$ cat config.mk
export PLATFORM = sky130hd
export DESIGN_NAME = cacheline_arbiter
export DESIGN_NICKNAME = d
export VERILOG_FILES = /design/src/rtl/cache_types.sv /design/src/rtl/rr_arbiter2.sv /design/src/rtl/cacheline_arbiter.sv
export SDC_FILE = /design/constraint.sdc
export NUM_CORES = 2
export LEC_CHECK = 0
export CELL_PAD_IN_SITES_DETAIL_PLACEMENT = 2
export CELL_PAD_IN_SITES_GLOBAL_PLACEMENT = 2
export CORE_AREA = 2 2 645 647
export CTS_BUF_LIST = sky130_fd_sc_hd__clkbuf_4 sky130_fd_sc_hd__clkbuf_8
export DETAILED_ROUTE_END_ITERATION = 8
export DIE_AREA = 0 0 647 649
export PLACE_DENSITY = 0.34
export SETUP_SLACK_MARGIN = 0.15
export SLEW_MARGIN = 40
export SYNTH_ARGS = -nofsm -noshare
export SYNTH_HDL_FRONTEND = slang
export SYNTH_HIERARCHICAL = 1
export SYNTH_SLANG_ARGS = --single-unit
$ cat constraint.sdc
create_clock -name clk -period 2.7 [get_ports clk]
set_input_delay 0.675 -clock clk [delete_from_list [all_inputs] [get_ports clk]]
set_output_delay 0.675 -clock clk [all_outputs]
set_load 0.01 [all_outputs]
$ cat src/rtl/cache_types.sv
// Shared types for the cache-line arbiter: FSM states, owner encoding and the
// registered copy of a granted line request.
package cache_types;

  typedef enum logic [1:0] {
    ARB_IDLE = 2'd0,
    ARB_BUSY = 2'd1,
    ARB_RESP = 2'd2
  } arb_state_t;

  localparam logic ARB_OWNER_I = 1'b0;
  localparam logic ARB_OWNER_D = 1'b1;

  typedef struct packed {
    logic [31:0]  addr;
    logic         write;
    logic [255:0] wdata;
  } line_req_t;

endpackage

$ cat src/rtl/rr_arbiter2.sv
// Two-way round-robin pick: req[0]=icache, req[1]=dcache; last is the owner
// granted most recently, which loses a tie.
module rr_arbiter2 (
  input  logic [1:0] req,
  input  logic       last,
  output logic [1:0] gnt
);

  always_comb begin
    gnt = 2'b00;
    unique case (req)
      2'b01:   gnt = 2'b01;
      2'b10:   gnt = 2'b10;
      2'b11:   gnt = last ? 2'b01 : 2'b10;
      default: gnt = 2'b00;
    endcase
  end

endmodule

$ cat src/rtl/cacheline_arbiter.sv
// Arbitrates icache and dcache line requests onto the single downstream line
// buffer port, one transaction at a time, round-robin on ties.
//
// state    | meaning
// ARB_IDLE | no transaction; a pending request is granted and registered
// ARB_BUSY | registered request driven downstream until l2cache_resp
// ARB_RESP | one dead cycle so a stale (still held) request is not re-granted
module cacheline_arbiter
  import cache_types::*;
#(
  parameter logic FAIR_INIT = 1'b1
) (
  input  logic         clk,
  input  logic         rst_n,

  input  logic [31:0]  icache_addr,
  input  logic         icache_read,
  input  logic         icache_write,
  input  logic [255:0] icache_wdata,
  output logic [255:0] icache_rdata,
  output logic         icache_resp,

  input  logic [31:0]  dcache_addr,
  input  logic         dcache_read,
  input  logic         dcache_write,
  input  logic [255:0] dcache_wdata,
  output logic [255:0] dcache_rdata,
  output logic         dcache_resp,

  output logic [31:0]  l2cache_addr,
  output logic         l2cache_read,
  output logic         l2cache_write,
  output logic [255:0] l2cache_wdata,
  input  logic [255:0] l2cache_rdata,
  input  logic         l2cache_resp
);

  arb_state_t state_q, state_d;
  logic       owner_q;
  logic       last_q;
  line_req_t  req_q;
  line_req_t  win_req;
  logic [255:0] line_q;
  logic [1:0] req_vec;
  logic [1:0] gnt;
  logic       grant;
  logic       busy;
  logic       done;

  assign req_vec = {dcache_read | dcache_write, icache_read | icache_write};

  rr_arbiter2 u_rr (
    .req  (req_vec),
    .last (last_q),
    .gnt  (gnt)
  );

  // Write wins when a requester raises read and write together.
  always_comb begin
    if (gnt[1]) begin
      win_req.addr  = dcache_addr;
      win_req.write = dcache_write;
      win_req.wdata = dcache_wdata;
    end else begin
      win_req.addr  = icache_addr;
      win_req.write = icache_write;
      win_req.wdata = icache_wdata;
    end
  end

  assign grant = (state_q == ARB_IDLE) && (|req_vec);
  assign busy  = (state_q == ARB_BUSY);
  assign done  = busy && l2cache_resp;

  always_comb begin
    state_d = state_q;
    unique case (state_q)
      ARB_IDLE: if (|req_vec) state_d = ARB_BUSY;
      ARB_BUSY: if (l2cache_resp) state_d = ARB_RESP;
      ARB_RESP: state_d = ARB_IDLE;
      default:  state_d = ARB_IDLE;
    endcase
  end

  always_ff @(posedge clk or negedge rst_n) begin
    if (!rst_n) begin
      state_q <= ARB_IDLE;
      owner_q <= ARB_OWNER_I;
      last_q  <= ~FAIR_INIT;
      req_q   <= '0;
      line_q  <= '0;
    end else begin
      state_q <= state_d;
      if (grant) begin
        owner_q <= gnt[1];
        last_q  <= gnt[1];
        req_q   <= win_req;
      end
      if (done) line_q <= l2cache_rdata;
    end
  end

  assign l2cache_addr  = req_q.addr;
  assign l2cache_wdata = req_q.wdata;
  assign l2cache_read  = busy && !l2cache_resp && !req_q.write;
  assign l2cache_write = busy && !l2cache_resp &&  req_q.write;

  assign icache_resp  = done && (owner_q == ARB_OWNER_I);
  assign dcache_resp  = done && (owner_q == ARB_OWNER_D);
  assign icache_rdata = icache_resp ? l2cache_rdata : line_q;
  assign dcache_rdata = dcache_resp ? l2cache_rdata : line_q;

endmodule

==> impl_metrics.ini <==
[cts]
clock-sinks = 548
h-tree-depth = 4
clock_tree.buffer_depth = 4
cts_inserted_buffers = 143
cts-root-buf = clkbuf_8
clkSlewWorstSetupHoldPaths_ns = 0.05
clk_latency_ns = 0.98
cts_tree = built

[finish]
flow.area_growth_from_synthesis_pct = 84.86
final_layout_size_suffix_gt1_share_pct = 34.12
commonest_non_fill_non_tap_cell_in_the_layout = clkdlybuf4s50_1
nets = 5419
final_util_pct = 14.38
most-common-layout-cells = clkdlybuf4s50_1 (1312), nand2_1 (769), mux2_2 (767)

[floorplan]
ios = 1643
placementRows = 236
floorplan.initialDensity_pct = 7.776
floorplan.core_area_mm2 = 0.4125
vert_die_dim_um = 649
design.die.area_mm2 = 0.4199
die_width_um = 647

[timing]
setup_ws_ns = -1.133
max_slew.worst_pin.slew_ns = 0.7256
timing.slew.headroom_pct = 51.63
achievable-frequency_mhz = 260.9
setup_clock_skew_after_layout_ns = 0.07989
finalCriticalPeriod_ns = 3.833
final_hold_viol_count = 0
rsz_0062_raised_after_global_routing = yes
post-route-period-util_pct = 142.0
timing_max_transition_violations_final = 0
setup_viol_count_final = 570

[yosys]
mappedNetlistNets = 3727
yosysWarningCount = 6
syn_area_mm2 = 0.03208
syn_avg_cell_area_um2 = 11.11
postSynthCellCount = 2888

[global_route]
grt_first_pass_wirelength_um = 332300
grt_util_all_layers_pct = 11.71
first_global_vias = 32990
grt_ovf = 0
grt_start_max_net_pins = 87
number_of_antenna_violations_at_the_first_check_in_global_routing = 94

[critical_path]
path_delay_family = buffers and inverters
endpoint_kind = primary output
cp.buffers_inverters = 4
crit_path_max_fanout = 11
r2r_slack_ns = -0.02
startpoint_type = register
crit_path_top_delay_cell = clkdlybuf4s50_1
critPathKind = reg2out
slowest_delay_ns = 0.54
timing.critical_path.required_ns = 2.03
cp_cell_sequence = nand3b_4 -> buf_12 -> inv_12 -> nand2_8 -> bufbuf_16 -> mux2_1 -> clkdlybuf4s50_1
worst-endpoint-arrival_ns = 3.16

[pwr]
ir_drop_v = 0.0003851
cellLeakagePower_nw = 25.05
totalPowerFinal_mw = 67.84
power_density_mw_per_mm2 = 1144

[drt]
drt_iter0_drc = 880
vias = 29000
avgRoutedWirePerCell_um = 24.89
drt_wl_total_um = 253500
final_antenna_net_count = 0
drt-vias-per-instance = 2.848
drt_drc_violations_left = 0
drt_pre_antenna_iters = 4

[outcome]
violations = setup timing
outcome = complete, but fails checks

[place]
routabilityCongestion = 0.7810
place.port_buffers = 1642
hpwlAfterDp_um = 210400

[worst_hold_path]
hold_path_class = in2async

[job]
max-cap-violations = 0
==> repair_timing <==
action | in CTS | in global routing
hold endpoints to repair | 43 | 0
resized for setup | 668 | 224
hold buffers | 1 | 0
endpoints found under the setup margin | 863 | 912
gates cloned | 8 | 1
setup buffers | 26 | 7
pin swaps | 1 | 0
==> state kept, by name, indices dropped and copies added (netlist names) <==
register,cells
l2cache_addr,32
l2cache_wdata,256
last_q,1
line_q,256
req_q,1
state_q,2
==> routing by layer <==
layer / routed length, um / track usage [%]
met5: 153 / 0
met2: 137400 / 22.60
met4: 5262 / 2.373
met1: 91270 / 12.12
met3: 19440 / 3.867
==> power breakdown <==
part	internal, mW	switching [mW]	leakage, nW	total (mW)
Sequential	12.4	3.98	6.58	16.3
Combinational	20.3	19.4	16.9	39.7
Clock	6.73	5.09	1.59	11.8
Total	39.4	28.5	25.0	67.8
==> final timing paths <==
path	startpoint	end	cells past startpoint
max	state_q[1]	dcache_rdata[183]	7
min	rst_n	line_q[198]	2
max reg2reg	state_q[1]	line_q[43]	9
min reg2reg	l2cache_wdata[119]	l2cache_wdata[119]	1
max in group asynchronous	rst_n	line_q[234]	4
min in group clk	l2cache_rdata[164]	line_q[164]	3
==> area by class of cell <==
type	count	area, um2
Fill cell	47090	353200
Timing Repair Buffer	2010	20130
Multi-Input combinational cell	1872	15500
Sequential cell	548	13720
Tap cell	5474	6849
Clock buffer	225	2784
Clock inverter	20	215.2
Antenna cell	30	75.07
Inverter	5	31.28
==> metrics by stage <==
| step | instance area (um2) | cells | hold WS [ns] | setup WS, ns | TNS (ns) |
|---|---|---|---|---|---|
| floorplan | 32080 | 2888 | 0.3794 | 0.3294 | 0 |
| global placement | 55370 | 9863 | 0.4720 | -1.224 | -821.40 |
| detailed placement | 55460 | 9866 | 0.4776 | -1.230 | -807.91 |
| CTS | 59000 | 10150 | 0.1433 | -1.354 | -664.78 |
| global route | 59250 | 10170 | 0.2065 | -1.341 | -629.86 |
| finish | 59300 | 10180 | 0.3073 | -1.133 | -486.44 |
==> worst register-to-register path, stage by stage (launching register included) <==
cell and delay [ns]:
dfrtp_1 0.39, nand3b_4 0.26, buf_12 0.21, inv_12 0.06, buf_4 0.47, buf_12 0.20
buf_16 0.29, buf_16 0.44, nand2_1 0.26, nand2_1 0.08
Note: power is estimated with default switching activity, not from simulation.
